===== src/rtl/round_ctrl_pkg.sv =====
// Shared types and constants for the reaction-game round controller.
package round_ctrl_pkg;

  typedef enum logic [2:0] {
    IDLE,
    DRAW,
    SAMPLE,
    SHOW,
    HIT,
    MISS,
    OVER
  } state_t;

  localparam logic [1:0] LIVES_INIT = 2'd3;
  localparam logic [7:0] SCORE_MAX  = 8'd255;
  localparam logic [1:0] MAX_RETRY  = 2'd3;

endpackage


===== src/rtl/round_ctrl_win_timer.sv =====
// Loadable, tick-enabled 11-bit down-counter with a zero flag.
module win_timer (
  input  logic        clock,
  input  logic        new_Game_n,
  input  logic        ld,
  input  logic [10:0] value,
  input  logic        en,
  output logic [10:0] count,
  output logic        zero
);

  always_ff @(posedge clock) begin
    if (!new_Game_n)
      count <= '0;
    else if (ld)
      count <= value;
    else if (en && (count != '0))
      count <= count - 11'd1;
  end

  assign zero = (count == '0);

endmodule


===== src/rtl/round_ctrl.sv =====
// Round controller: draws a random target, times the response window,
// scores hits and tracks lives until the game is over.
module round_ctrl
  import round_ctrl_pkg::*;
#(
  parameter int NUM_TGT  = 8,
  parameter int WIN_INIT = 1000,
  parameter int WIN_MIN  = 250,
  parameter int WIN_STEP = 125
) (
  input  logic               clock,
  input  logic               new_Game_n,
  input  logic               start,
  input  logic               tick,
  input  logic [NUM_TGT-1:0] hit_key,
  input  logic [5:0]         pn6,
  output logic               load,
  output logic [NUM_TGT-1:0] target_led,
  output logic [7:0]         score,
  output logic [1:0]         lives,
  output logic               game_over
);

  localparam int IW = (NUM_TGT > 1) ? $clog2(NUM_TGT) : 1;
  localparam logic [10:0]        W_INIT  = 11'(WIN_INIT);
  localparam logic [10:0]        W_MIN   = 11'(WIN_MIN);
  localparam logic [10:0]        W_STEP  = 11'(WIN_STEP);
  localparam logic [11:0]        W_FLOOR = 12'(WIN_MIN + WIN_STEP);
  localparam logic [NUM_TGT-1:0] ONE_HOT = NUM_TGT'(1);

  state_t         state, state_nxt;
  logic [10:0]    window;
  logic [IW-1:0]  prev_idx;
  logic           prev_vld;
  logic [1:0]     retry;
  logic [1:0]     hit_cnt;
  logic [IW-1:0]  cand, pick;
  logic           collide;
  logic [10:0]    tmr_cnt;
  logic           tmr_zero, tmr_ld, t_exp;
  logic           unused_pn;

  assign unused_pn = ^pn6;
  assign cand      = pn6[IW-1:0];
  assign collide   = prev_vld && (cand == prev_idx);
  // Only reached with collide set once the retries are spent.
  assign pick      = collide ? cand + IW'(1) : cand;
  assign t_exp     = tick && (tmr_zero || (tmr_cnt == 11'd1));
  assign tmr_ld    = (state == SAMPLE) && (state_nxt == SHOW);

  win_timer u_timer (
    .clock      (clock),
    .new_Game_n (new_Game_n),
    .ld         (tmr_ld),
    .value      (window),
    .en         (tick && (state == SHOW)),
    .count      (tmr_cnt),
    .zero       (tmr_zero)
  );

  always_ff @(posedge clock) begin
    if (!new_Game_n) state <= IDLE;
    else             state <= state_nxt;
  end

  always_comb begin
    state_nxt = state;
    case (state)
      IDLE, OVER: if (start) state_nxt = DRAW;
      DRAW:       state_nxt = SAMPLE;
      SAMPLE:     state_nxt = (collide && (retry < MAX_RETRY)) ? DRAW : SHOW;
      SHOW: begin
        if (|hit_key)   state_nxt = (hit_key == target_led) ? HIT : MISS;
        else if (t_exp) state_nxt = MISS;
      end
      HIT:        state_nxt = DRAW;
      MISS:       state_nxt = (lives == '0) ? OVER : DRAW;
      default:    state_nxt = IDLE;
    endcase
  end

  // Results are registered on the edge entering HIT/MISS so they are visible during those states.
  always_ff @(posedge clock) begin
    if (!new_Game_n) begin
      load       <= 1'b1;
      target_led <= '0;
      score      <= '0;
      lives      <= LIVES_INIT;
      game_over  <= 1'b0;
      window     <= W_INIT;
      prev_idx   <= '0;
      prev_vld   <= 1'b0;
      retry      <= '0;
      hit_cnt    <= '0;
    end else begin
      load      <= (state_nxt != DRAW);
      game_over <= (state_nxt == OVER);
      case (state)
        IDLE, OVER: begin
          if (start) begin
            score    <= '0;
            lives    <= LIVES_INIT;
            window   <= W_INIT;
            prev_vld <= 1'b0;
            retry    <= '0;
            hit_cnt  <= '0;
          end
        end
        SAMPLE: begin
          if (state_nxt == DRAW) begin
            retry <= retry + 2'd1;
          end else begin
            retry      <= '0;
            prev_idx   <= pick;
            prev_vld   <= 1'b1;
            target_led <= ONE_HOT << pick;
          end
        end
        SHOW: begin
          if (state_nxt == HIT) begin
            target_led <= '0;
            if (score != SCORE_MAX) score <= score + 8'd1;
            hit_cnt <= hit_cnt + 2'd1;
            if (hit_cnt == 2'd3)
              window <= ({1'b0, window} >= W_FLOOR) ? window - W_STEP : W_MIN;
          end else if (state_nxt == MISS) begin
            target_led <= '0;
            lives      <= lives - 2'd1;
          end
        end
        default: ;
      endcase
    end
  end

endmodule


===== config.mk =====
export PLATFORM = sky130hd
export DESIGN_NAME = round_ctrl
export DESIGN_NICKNAME = d
export VERILOG_FILES = /design/src/rtl/round_ctrl_pkg.sv /design/src/rtl/round_ctrl_win_timer.sv /design/src/rtl/round_ctrl.sv
export SDC_FILE = /design/constraint.sdc
export NUM_CORES = 1
export LEC_CHECK = 0
export ABC_CLOCK_PERIOD_IN_PS = 7200
export CELL_PAD_IN_SITES_DETAIL_PLACEMENT = 1
export CELL_PAD_IN_SITES_GLOBAL_PLACEMENT = 2
export CORE_MARGIN = 2
export CORE_UTILIZATION = 41
export DETAILED_ROUTE_END_ITERATION = 8
export DONT_BUFFER_PORTS = 1
export GPL_TIMING_DRIVEN = 0
export PLACE_DENSITY_LB_ADDON = 0.1
export SLEW_MARGIN = 20
export SYNTH_ARGS = -nofsm -noshare
export SYNTH_HDL_FRONTEND = slang
export SYNTH_HIERARCHICAL = 1
export SYNTH_SLANG_ARGS = --single-unit

===== constraint.sdc =====
create_clock -name clock -period 7.2 [get_ports clock]
set_clock_uncertainty 0.15 [all_clocks]
set_input_delay 1.44 -clock clock [delete_from_list [all_inputs] [get_ports clock]]
set_output_delay 1.44 -clock clock [all_outputs]
set_load 0.02 [all_outputs]

== Word level (Yosys, flattened, before mapping) ==
Cells that the tools add are included.
Cells by class
  $add $sub $neg: 7
  magnitude comparators: 2
  equality and inequality tests: 25
  shift operators: 1
  mux-type cells: 35
  bitwise logic cells: 1
  reduce and logical (&&, ||, !) cells: 25
Operators by type and width (count)
  $mux W11: 6
  $mux W8: 6
  $pmux W8 S2: 2
  $pmux W11 S2: 1
  $eq A3 B3 Y1 const B: 6
  $pmux W3 S6: 1
  $mux W3: 5
  $mux W2: 7
  $pmux W2 S2: 3
  $reduce_and A4 Y1: 3
  $eq A11 B1 Y1 const B: 1
  $ge A11 B9 Y1 const B: 1
  $logic_not A11 Y1: 1
  $reduce_bool A11 Y1: 1
  $sub A11 B1 Y11 const B: 1
  $sub A11 B7 Y11 const B: 1
  $eq A3 B2 Y1 const B: 3
  $reduce_and A3 Y1: 3
  $add A8 B1 Y8 const B: 1
  $eq A8 B8 Y1: 1
  $ne A2 B1 Y1 const B: 4
  $ne A8 B8 Y1 const B: 1
  $reduce_bool A2 Y1: 4
  $reduce_or A8 Y1: 1
  19 further kinds: 32
Word-level totals
  register bits after elaboration: 53
  input port bits: 18
  output and inout port bits: 20

== Longest topological paths before layout ==
  depth in word-level cells: 10
  mapped depth: 11
  mapped depth without buffers: 10

== Cells and area by module ==
The synthesis kept the hierarchy.
By module, submodules not included
  round_ctrl: times used 1, cells each 300, area each 2447.3 µm²
  win_timer: times used 1, cells each 75, area each 613.1 µm²

== Least setup slack after synthesis ==
No wires, ideal clock.
  path type: input-to-reg
  start: in hit_key[0]
  end: reg window[7]
  data arrival time: 2782 ps
  path slack: 4136 ps
  stages on the path: 7
  path buffers: 1
  cell sequence: xor2_1 > nor4_2 > nand4_1 > o22a_2 > buf_6 > o41ai_1 > o31ai_1
On the way
  word-level cells in the longest chain between the ends: 7
RTL lines
  start, declared: line round_ctrl.sv:15  | input logic [NUM_TGT-1:0] hit_key,
  $eq A8 B8 Y1: line round_ctrl.sv:73  | if (|hit_key) state_nxt = (hit_key == target_led) ? HIT : MISS;
  $mux W1: line round_ctrl.sv:73
  $mux W3 *: line round_ctrl.sv:73
  $pmux W3 S6 *: line round_ctrl.sv:68  | case (state)
  $eq A3 B3 Y1 *: line round_ctrl.sv:120  | if (state_nxt == HIT) begin
  $ne A2 B1 Y1 (no source line) *
  $reduce_and A4 Y1 (no source line) *
  end signal, assigned: line round_ctrl.sv:125  | window <= ({1'b0, window} >= W_FLOOR) ? window - W_STEP : W_MIN;
  end, declared: line round_ctrl.sv:32  | logic [10:0] window;
Mark *: on every way between the ends. The rest lies on a longest branch, timed or not.
A chain may end at the register's enable or synchronous reset.

== Worst setup path after layout ==
  start: in pn6[2]
  end: reg u_timer.count[1]
On the way
  word-level cells in the longest chain between the ends: 8
RTL lines
  start, declared: line round_ctrl.sv:16  | input logic [5:0] pn6,
  $eq A3 B3 Y1 *: line round_ctrl.sv:45  | assign collide = prev_vld && (cand == prev_idx);
  $logic_and A1 B1 Y1 *: line round_ctrl.sv:45
  $logic_and A1 B1 Y1 *: line round_ctrl.sv:71  | SAMPLE: state_nxt = (collide && (retry < MAX_RETRY)) ? DRAW : SHOW;
  $mux W2 *: line round_ctrl.sv:71
  $pmux W3 S6 *: line round_ctrl.sv:68
  $eq A3 B2 Y1 *: line round_ctrl.sv:49  | assign tmr_ld = (state == SAMPLE) && (state_nxt == SHOW);
  $logic_and A1 B1 Y1 *: line round_ctrl.sv:49
  net tmr_ld: line round_ctrl.sv:40  | logic tmr_zero, tmr_ld, t_exp;
  $mux W11 / $reduce_bool A2 Y1 (equally long branches)
  end signal, assigned: line round_ctrl_win_timer.sv:16  | count <= value;
  end signal, assigned: line round_ctrl_win_timer.sv:18  | count <= count - 11'd1;
  end, declared: line round_ctrl_win_timer.sv:8  | output logic [10:0] count,
Mark *: on every way through the listed nets, which the timed path passes. The rest lies on a longest branch.

==> impl_metrics.env <==
export IMPL_run_status="finished clean"
export IMPL_pwr_share_comb_pct=16.2
export IMPL_p_clk_share_pct=36.7
export IMPL_worstPathArrival_ns=3.39
export IMPL_synth_edf_count=0
export IMPL_grt_pass1_vias=2934
export IMPL_grt_start_max_net_pins=18
export IMPL_ys_seq_area_share_pct=34.7
export IMPL_slew_headroom_pct=60.6
export IMPL_vias=2840
export IMPL_ys_seq_elements=53
export IMPL_grt_util_all_layers_pct=22.2
export IMPL_ys_flop_type="dfxtp_1"
export IMPL_drive_gt1_share_pct=8.36
export IMPL_critPathLaunchType="input port"
export IMPL_overflow=0
export IMPL_post_synth_instance_area_um2=3060
export IMPL_cts_sinks=53
export IMPL_min_from="retry[1]"
export IMPL_fin_tns_setup_ns=0
export IMPL_r2r_start="u_timer/count[2]"
export IMPL_drtIter0Drc=63
export IMPL_n_antenna_cell=0
export IMPL_netSwitchingFraction_pct=29.6
export IMPL_dp_cells=474
export IMPL_crit_chain="xnor2_1 -> nand4_1 -> o21ai_2 -> inv_2 -> inv_1 -> clkbuf_1 -> o221ai_1 -> a21oi_1"
export IMPL_crit_slowest_cell="clkbuf_1"
export IMPL_clkTransAtPathRegs_ns=0.10
export IMPL_syn_to_final_growth_pct=8.54
export IMPL_synth_top_area_share_pct=34.7
export IMPL_num_io_pins=38
export IMPL_worstHoldEndpoint="retry[1]"
export IMPL_syn_inst=375
export IMPL_reg2reg_depth=9
export IMPL_crit_fanout=15
export IMPL_initial_core_util_pct=42.2
export IMPL_synth_area_leaders="dfxtp_1, nand2_1, a21oi_1"
export IMPL_tightestPinTransition_ns=0.576
export IMPL_dieArea_um2=8170
export IMPL_dp_hpwl_mm=6.72
export IMPL_report_final_setup_viol=0
export IMPL_die_h_um=90.4
export IMPL_core_area_um2=7250
export IMPL_fin_crit_sh_pct=45.4
export IMPL_route_detailed_drc=0
export IMPL_p_leak_nw=1.16
export IMPL_p_per_area_nw_per_um2=207
export IMPL_worst_setup_path_type="in -> reg"
export IMPL_drt_first_pass_iters=4
export IMPL_slew_violations=0
export IMPL_clockRootBuffer="clkbuf_8"
export IMPL_max_stage_delay_ns=0.40
export IMPL_holdWs_ns=0.333
export IMPL_internal_power_mw=0.485
export IMPL_clockBufferDepth=2
export IMPL_cts_tree="done"
export IMPL_end_kind="register"
export IMPL_fmax_ghz=0.306
export IMPL_switchingPower_mw=0.204
export IMPL_hold_viol=0
export IMPL_synth_net_count=401
export IMPL_htree_num_levels=2
export IMPL_routed_wl_mm=8.86
export IMPL_ff2ff_setup_slack_ns=4.18
export IMPL_yosysUniqueCellTypes=66
export IMPL_post_cts_resized=0
export IMPL_worst_ep_required_time_ns=7.32
export IMPL_cts_buffers=5
export IMPL_p_seq_share_pct=47.1
export IMPL_hp_class="reg -> reg"
export IMPL_grt_antenna_before_repair=0
export IMPL_ant_nets=0
export IMPL_cap_violations=0
export IMPL_avgSynthCellArea_um2=8.16
export IMPL_yosys_cell_count_top_type="dfxtp_1"
export IMPL_grt_pass1_wl_mm=14.8
export IMPL_num_rows=31
export IMPL_avgRoutedWirePerCell_um=18.4
export IMPL_period_needed_ns=3.27
export IMPL_cts_setup_buffers=0
export IMPL_synth_commonest_cells="dfxtp_1, nand2_1, a21oi_1, nor2_1, o21ai_0"
export IMPL_yosysTopAreaCell="dfxtp_1"
export IMPL_portBuffers=0
export IMPL_rr_endpoint="score[2]"
export IMPL_yosysWarnings=6
export IMPL_synthArstFlopShare_pct=0
export IMPL_holdPathStages=2
export IMPL_die_x_um=90.4
export IMPL_via_per_inst=5.89
export IMPL_finalNetCount=408
export IMPL_clk_latency_ns=0.33
export IMPL_rsz0062_at_grt="false"
export IMPL_peakVddDrop_v=0.0000853
export IMPL_final_cells=482
export IMPL_place_congestion=0.787
export IMPL_cts_hold_buf=0
[registers in the layout, indices dropped and copies added (netlist names), 2 cells and up]
signal and flops:
hit_cnt 2, lives 2, prev_idx 3, retry 2, score 8, state 3
target_led 8, u_timer/count 11, window 11
[area by class of cell]
cell class	instances	area [um2]
Buffer	13	71.3
Clock inverter	3	68.8
Clock buffer	5	68.8
Inverter	20	75.1
Fill cell	917	3930
Tap cell	99	124
Sequential cell	53	1060
Multi-Input combinational cell	289	1850
[routing by layer]
layer,up-vias,part of all wire [%],track usage [%]
met1,1375,47,28.4
met4,0,1.2,6.03
met2,32,50,38.8
met3,9,2.2,3.51
met5,-,0,0
li1,1424,-,-
[cell families (layout without fill, tap and decap cells)]
group	Yosys count	after routing	share of synthesized area, %
xor gates and xnor gates	20	20	5.72
and+or+nand+nor	146	146	25.5
DFF	53	53	34.7
buffers and inverters	33	41	4.78
adders and majority gates	8	8	3.27
AOI/OAI and AO/OA	111	111	24.7
muxes	4	4	1.35
[layout by cell type, fill, tap and decap left out, types with 9 or more instances in the layout]
cell / count
dfxtp_1: 53
nand2_1: 34
nor2_1: 22
a21oi_1: 22
o21ai_0: 20
inv_1: 19
nand3_1: 18
xnor2_1: 12
nand4_1: 12
nor3_1: 10
a211oi_1: 10
a31oi_1: 10
or3_1: 9
[worst max-delay path: cells and delay by family]
kind / cells / cell delay, ns
xor+xnor: 1 / 0.20
simple gates: 1 / 0.26
compound gates: 3 / 0.68
buf+inv: 3 / 0.81
[power by group through the flow]
stage | sequential [mW] | combinational (mW) | clock (mW)
after detailed placement | 0.332 | 0.111 | 0
final | 0.325 | 0.111 | 0.253
after floorplan | 0.326 | 0.0838 | 0
after global routing | 0.327 | 0.124 | 0.267
after CTS | 0.325 | 0.112 | 0.256
after global placement | 0.331 | 0.109 | 0
[per-stage QoR]
stage	area, um2	setup WS (ns)	util [%]	total power, mW
5_1_grt	3320	3.72	45.8	0.718
6_report	3320	3.93	45.8	0.689
4_1_cts	3320	3.93	45.8	0.693
2_1_floorplan	3060	4.14	-	0.410
3_3_place_gp	3180	3.61	43.9	0.441
3_5_place_dp	3180	3.58	43.9	0.443
[worst max path at each step]
stage	end	start	cells after the start	slack (ns)
2_1_floorplan	window[7]	hit_key[0]	7	4.14
3_3_place_gp	u_timer/count[1]	pn6[2]	8	3.61
3_5_place_dp	u_timer/count[1]	pn6[2]	8	3.58
4_1_cts	u_timer/count[1]	pn6[2]	8	3.93
5_1_grt	u_timer/count[1]	pn6[2]	8	3.72
6_report	u_timer/count[1]	pn6[2]	8	3.93
Note: power is estimated with default switching activity, not from simulation.
